## config.mk

```make
export PLATFORM = sky130hd
export DESIGN_NAME = sipo_deser_flat
export DESIGN_NICKNAME = d
export VERILOG_FILES = /design/src/rtl/sipo_deser_if.sv /design/src/rtl/sipo_deser.sv /design/src/flat_wrapper.sv
export SDC_FILE = /design/constraint.sdc
export NUM_CORES = 1
export LEC_CHECK = 0
export BUFFER_PORTS_ARGS = -buffer_cell sky130_fd_sc_hd__buf_4
export CAP_MARGIN = 10
export CORE_MARGIN = 8
export CORE_UTILIZATION = 44
export CTS_BUF_LIST = sky130_fd_sc_hd__clkbuf_8 sky130_fd_sc_hd__clkbuf_16
export CTS_CLUSTER_SIZE = 20
export DETAILED_ROUTE_END_ITERATION = 8
export MAX_ROUTING_LAYER = met4
export PLACE_DENSITY_LB_ADDON = 0.3
export RECOVER_POWER = 25
export SYNTH_ARGS = -nofsm -noshare
export SYNTH_HDL_FRONTEND = slang
export SYNTH_SLANG_ARGS = --single-unit
```

## constraint.sdc

```tcl
create_clock -name clk -period 1.2 [get_ports clk]
set_clock_uncertainty 0.05 [all_clocks]
set_input_delay 0.06 -clock clk [delete_from_list [all_inputs] [get_ports clk]]
set_output_delay 0.06 -clock clk [all_outputs]
set_load 0.05 [all_outputs]
```

## src/rtl/sipo_deser_if.sv

```systemverilog
// Handshake/data bundle between a serial source, the deserializer and its parallel consumer.
// The master drives the serial side and the ready; the slave (the deserializer) drives results.
interface sipo_deser_if #(
  parameter int unsigned WIDTH = 4
);
  logic             sin;
  logic             sin_valid;
  logic             dir;
  logic             clear;
  logic             dout_ready;
  logic [WIDTH-1:0] dout;
  logic             dout_valid;
  logic             busy;
  logic             overrun;

  modport master (
    output sin, sin_valid, dir, clear, dout_ready,
    input  dout, dout_valid, busy, overrun
  );

  modport slave (
    input  sin, sin_valid, dir, clear, dout_ready,
    output dout, dout_valid, busy, overrun
  );
endinterface

```

## src/rtl/sipo_deser.sv

```systemverilog
// Serial-in, parallel-out deserializer with per-frame bit order and a valid/ready output
// register; a word completing while the previous one is still unconsumed sets sticky overrun.
module sipo_deser #(
  parameter int unsigned WIDTH = 4
) (
  input logic         clk,
  input logic         reset,
  sipo_deser_if.slave bus
);

  localparam int unsigned CntW = $clog2(WIDTH);
  localparam logic [CntW-1:0] LastCnt = CntW'(WIDTH - 1);

  typedef enum logic [0:0] {StIdle, StRecv} state_e;

  state_e           state_q, state_d;
  logic [WIDTH-1:0] sr_q, sr_d;
  logic [CntW-1:0]  cnt_q, cnt_d;
  logic             dir_l_q, dir_l_d;
  logic [WIDTH-1:0] dout_q, dout_d;
  logic             dout_valid_q, dout_valid_d;
  logic             overrun_q, overrun_d;

  logic             shift_en;
  logic             dir_eff;
  logic [WIDTH-1:0] sr_shift;
  logic             complete;
  logic             fire;

  // Direction is taken live on the first bit of a frame, latched afterwards.
  assign shift_en = bus.sin_valid && !bus.clear;
  assign dir_eff  = (state_q == StIdle) ? bus.dir : dir_l_q;
  assign sr_shift = dir_eff ? {sr_q[WIDTH-2:0], bus.sin} : {bus.sin, sr_q[WIDTH-1:1]};
  assign complete = shift_en && (state_q == StRecv) && (cnt_q == LastCnt);
  assign fire     = dout_valid_q && bus.dout_ready;

  always_comb begin
    state_d      = state_q;
    sr_d         = sr_q;
    cnt_d        = cnt_q;
    dir_l_d      = dir_l_q;
    dout_d       = dout_q;
    dout_valid_d = dout_valid_q && !fire;
    overrun_d    = overrun_q;

    if (bus.clear) begin
      state_d = StIdle;
      sr_d    = '0;
      cnt_d   = '0;
    end else if (shift_en) begin
      sr_d = sr_shift;
      unique case (state_q)
        StIdle: begin
          dir_l_d = bus.dir;
          cnt_d   = CntW'(1);
          state_d = StRecv;
        end
        StRecv: begin
          if (complete) begin
            cnt_d   = '0;
            state_d = StIdle;
          end else begin
            cnt_d = cnt_q + CntW'(1);
          end
        end
        default: state_d = StIdle;
      endcase
    end

    // Load is allowed when the register is empty or being drained this very cycle.
    if (complete) begin
      if (!dout_valid_q || fire) begin
        dout_d       = sr_shift;
        dout_valid_d = 1'b1;
      end else begin
        overrun_d = 1'b1;
      end
    end
  end

  always_ff @(posedge clk) begin
    if (!reset) begin
      state_q      <= StIdle;
      sr_q         <= '0;
      cnt_q        <= '0;
      dir_l_q      <= 1'b0;
      dout_q       <= '0;
      dout_valid_q <= 1'b0;
      overrun_q    <= 1'b0;
    end else begin
      state_q      <= state_d;
      sr_q         <= sr_d;
      cnt_q        <= cnt_d;
      dir_l_q      <= dir_l_d;
      dout_q       <= dout_d;
      dout_valid_q <= dout_valid_d;
      overrun_q    <= overrun_d;
    end
  end

  assign bus.dout       = dout_q;
  assign bus.dout_valid = dout_valid_q;
  assign bus.busy       = (state_q == StRecv);
  assign bus.overrun    = overrun_q;

endmodule

```

## src/flat_wrapper.sv

```systemverilog
// flat-port wrapper written by rule: the top's interface ports become plain ports
module sipo_deser_flat 
#(
  parameter int unsigned WIDTH = 4
)
  (clk, reset, bus_sin, bus_sin_valid, bus_dir, bus_clear, bus_dout_ready, bus_dout, bus_dout_valid, bus_busy, bus_overrun);
  sipo_deser_if #(.WIDTH(WIDTH)) bus_i ();
  input logic clk;
  input logic reset;
  input wire logic [$bits(bus_i.sin)-1:0] bus_sin;
  input wire logic [$bits(bus_i.sin_valid)-1:0] bus_sin_valid;
  input wire logic [$bits(bus_i.dir)-1:0] bus_dir;
  input wire logic [$bits(bus_i.clear)-1:0] bus_clear;
  input wire logic [$bits(bus_i.dout_ready)-1:0] bus_dout_ready;
  output wire logic [$bits(bus_i.dout)-1:0] bus_dout;
  output wire logic [$bits(bus_i.dout_valid)-1:0] bus_dout_valid;
  output wire logic [$bits(bus_i.busy)-1:0] bus_busy;
  output wire logic [$bits(bus_i.overrun)-1:0] bus_overrun;
  assign bus_i.sin = bus_sin;
  assign bus_i.sin_valid = bus_sin_valid;
  assign bus_i.dir = bus_dir;
  assign bus_i.clear = bus_clear;
  assign bus_i.dout_ready = bus_dout_ready;
  assign bus_dout = bus_i.dout;
  assign bus_dout_valid = bus_i.dout_valid;
  assign bus_busy = bus_i.busy;
  assign bus_overrun = bus_i.overrun;
  sipo_deser #(.WIDTH(WIDTH)) u_core (.clk(clk), .reset(reset), .bus(bus_i));
endmodule
```

==> flow_summary.ini <==
[final_layout]
multiInputGateArea_sq_um = 313
ff_latch_area_sq_um = 285
fin_nets = 89
drive_gt1_share_pct = 36.3
layout_commonest_cell = buf_4
fillCellCount = 109
final_cell_mix = buf_4, dfxtp_1, a21oi_1, o21ai_0, nor2_1
synthToLayoutAreaGrowth_pct = 38.4
diodes = 0

[worst_setup_path]
critPathLaunchType = flip-flop
crit_chain = mux2i_4 -> mux2i_2 -> a211oi_2
crit_fanout = 5
timing.rr.start = u_core.bus.busy$_SDFFE_PP0P_
crit_type = reg -> reg
cp-startpoint = u_core.bus.busy$_SDFFE_PP0P_
slowest_stage = mux2i_4
max_stage_delay_ns = 0.37
cp_data_required_time_ns = 1.27
cp-end-kind = flip-flop
arrival_ns = 1.41

[floorplanning]
die_h_um = 52.2
die_area_sq_um = 2730
rows = 13
fp.dieW_um = 52.2
io_pins = 14
core_area_sq_um = 1270
start_util_pct = 45.5

[pwr]
finalPower_uw = 963
pwr_density_cell_nw_per_um2 = 1210
p_leak_uw = 0.000319
ir_worst_vdd_uv = 703

[place]
dp_slack_ns = -0.0728
io_buffers = 13
dp_hpwl_um = 964
place_congestion = 0.776

[detailed_routing]
wirelength_um = 1370
first_pass_iters = 4
drc = 0
vias = 522
met1_length_um = 606
via_per_inst = 5.49
routed.top_layer = met4
routed-wl-met3_um = 85
antenna_left = 0
wl_met2_um = 654
drt_iter0_markers = 6
wl_per_cell_um = 14.4

[cts]
clk_pin_slew_ns = 0.06
clk_path_buf_depth = 2
cts_tree = done
post_cts_buffers = 0
numCtsBuffers = 3
h-tree-depth = 1
cts.sinks = 14
cts_root_buf = clkbuf_8
clk_latency_ns = 0.24

[hold_path]
hold_path.class = in -> reg
hold_start = bus_sin_valid

[timing]
finalSetupViolations = 8
hold_viol_final = 0
timing.fmax_ghz = 0.747
relSlewSlack_pct = 77.1
period_needed_ns = 1.34
final_max_slew_viol_count = 0
min_period_over_period_pct = 112
tightest_slew_ns = 0.337
rsz0062_at_grt = yes
worst_slack_ns = -0.139

[job]
cap_violations = 0

[yosys]
netlist-cell-type-count = 18
syn-num-nets = 67
synthTopCellsByArea = dfxtp_1, a21oi_1, mux2i_1
synth_top_area_share_pct = 48.6
synth_area_sq_um = 577
syn_avg_cell_area_sq_um = 9.78
ys_seq_elements = 14
yosysWarnings = 0
yosysSeqAreaShare_pct = 48.6
synthCells = 59
synth_area_leader_cell = dfxtp_1

[status]
violations = setup timing
status = finished, violations left

[global_route]
grt_use_total_pct = 11.3
overflow = 0
grt_pass1_vias = 536
grt_first_pass_wirelength_um = 2280
antenna_found_initial = 0
grt_start_max_net_pins = 18
==> sequential cells by signal, indices dropped and copies added, names as in the netlist <==
register               cells
u_core.dir_l_q             1
u_core.bus.dout_valid      1
u_core.sr_q                4
u_core.bus.busy            1
u_core.cnt_q               2
u_core.bus.overrun         1
u_core.bus.dout            4
==> cells in the mapped netlist <==
cell type  instances
ha_1               1
mux2i_1            4
nand3_1            2
nor2_1             4
o21ai_0            6
a21oi_1           10
clkbuf_1           1
and4b_1            1
o211ai_1           1
o21a_1             1
a211oi_1           5
nand2b_1           3
nor2b_1            2
dfxtp_1           14
and2_1             1
nand4b_1           1
mux2i_4            1
inv_1              1
==> cell type report <==
cell class | count | share of cell area [%]
well taps | 15 | 2.35
clock inverters | 1 | 0.470
clock buffers | 3 | 5.17
multi-input cells | 43 | 39.2
repair buffers | 18 | 16.6
inverters | 1 | 0.470
flip-flops and latches | 14 | 35.7
==> what timing repair did <==
item / 4_1_cts / 5_1_grt
hold buffers: 1 / 0
pin swaps: 1 / 2
setup endpoints to repair: 8 / 9
gates resized for setup: 3 / 4
endpoints found under the hold margin: 1 / 0
==> final timing paths <==
| kind | to | slack (ns) | cells after the start |
|---|---|---|---|
| worst min-delay path | u_core.sr_q[2]$_SDFFE_PP0P_ | 0.08 | 2 |
| worst max-delay path | u_core.bus.dout[0]$_SDFFE_PN0P_ | -0.14 | 3 |
| worst min register to register | u_core.bus.overrun$_SDFFE_PN0P_ | 0.42 | 1 |
| worst max register to register | u_core.bus.dout[0]$_SDFFE_PN0P_ | -0.14 | 3 |
==> per-layer routing <==
| layer | up-vias | global-route usage [%] |
|---|---|---|
| met5 | - | - |
| met4 | 0 | 6.47 |
| met3 | 5 | 3.69 |
| met2 | 10 | 18.8 |
| met1 | 245 | 11.3 |
| li1 | 262 | - |
==> power by group <==
group          switching, uW  total (uW)  internal [uW]
logic                   52.7         103           50.0
registers               9.14         484            475
clock network            150         376            225
==> cell families after synthesis <==
logic type               synth area share (%)
AO/OA/AOI/OAI                            23.0
adder cells (fa/ha/maj)                  2.17
buffers and inverters                    1.30
flip-flops                               48.6
multiplexers                             10.8
AND/OR/NAND/NOR                          14.1
==> stage by stage <==
| step | instance area [sq um] | hold WS, ns | std cells | setup TNS, ns | util [%] |
|---|---|---|---|---|---|
| 3_3_place_gp | 724 | 0.248 | 90 | -0.226 | 57.1 |
| 2_1_floorplan | 582 | 0.128 | 59 | -0.774 | - |
| 4_1_cts | 791 | 0.0695 | 95 | -0.678 | 62.3 |
| 6_report | 798 | 0.0789 | 95 | -0.915 | 62.9 |
| 5_1_grt | 798 | 0.0810 | 95 | -1.17 | 62.9 |
| 3_5_place_dp | 724 | 0.248 | 90 | -0.379 | 57.1 |
==> worst max-delay path, delay by kind of cell (launching register included) <==
kind	cells	cell delay [ns]
DFF	1	0.36
muxes	2	0.70
AOI/OAI and AO/OA	1	0.10
Power figures use the tool's default switching activity.
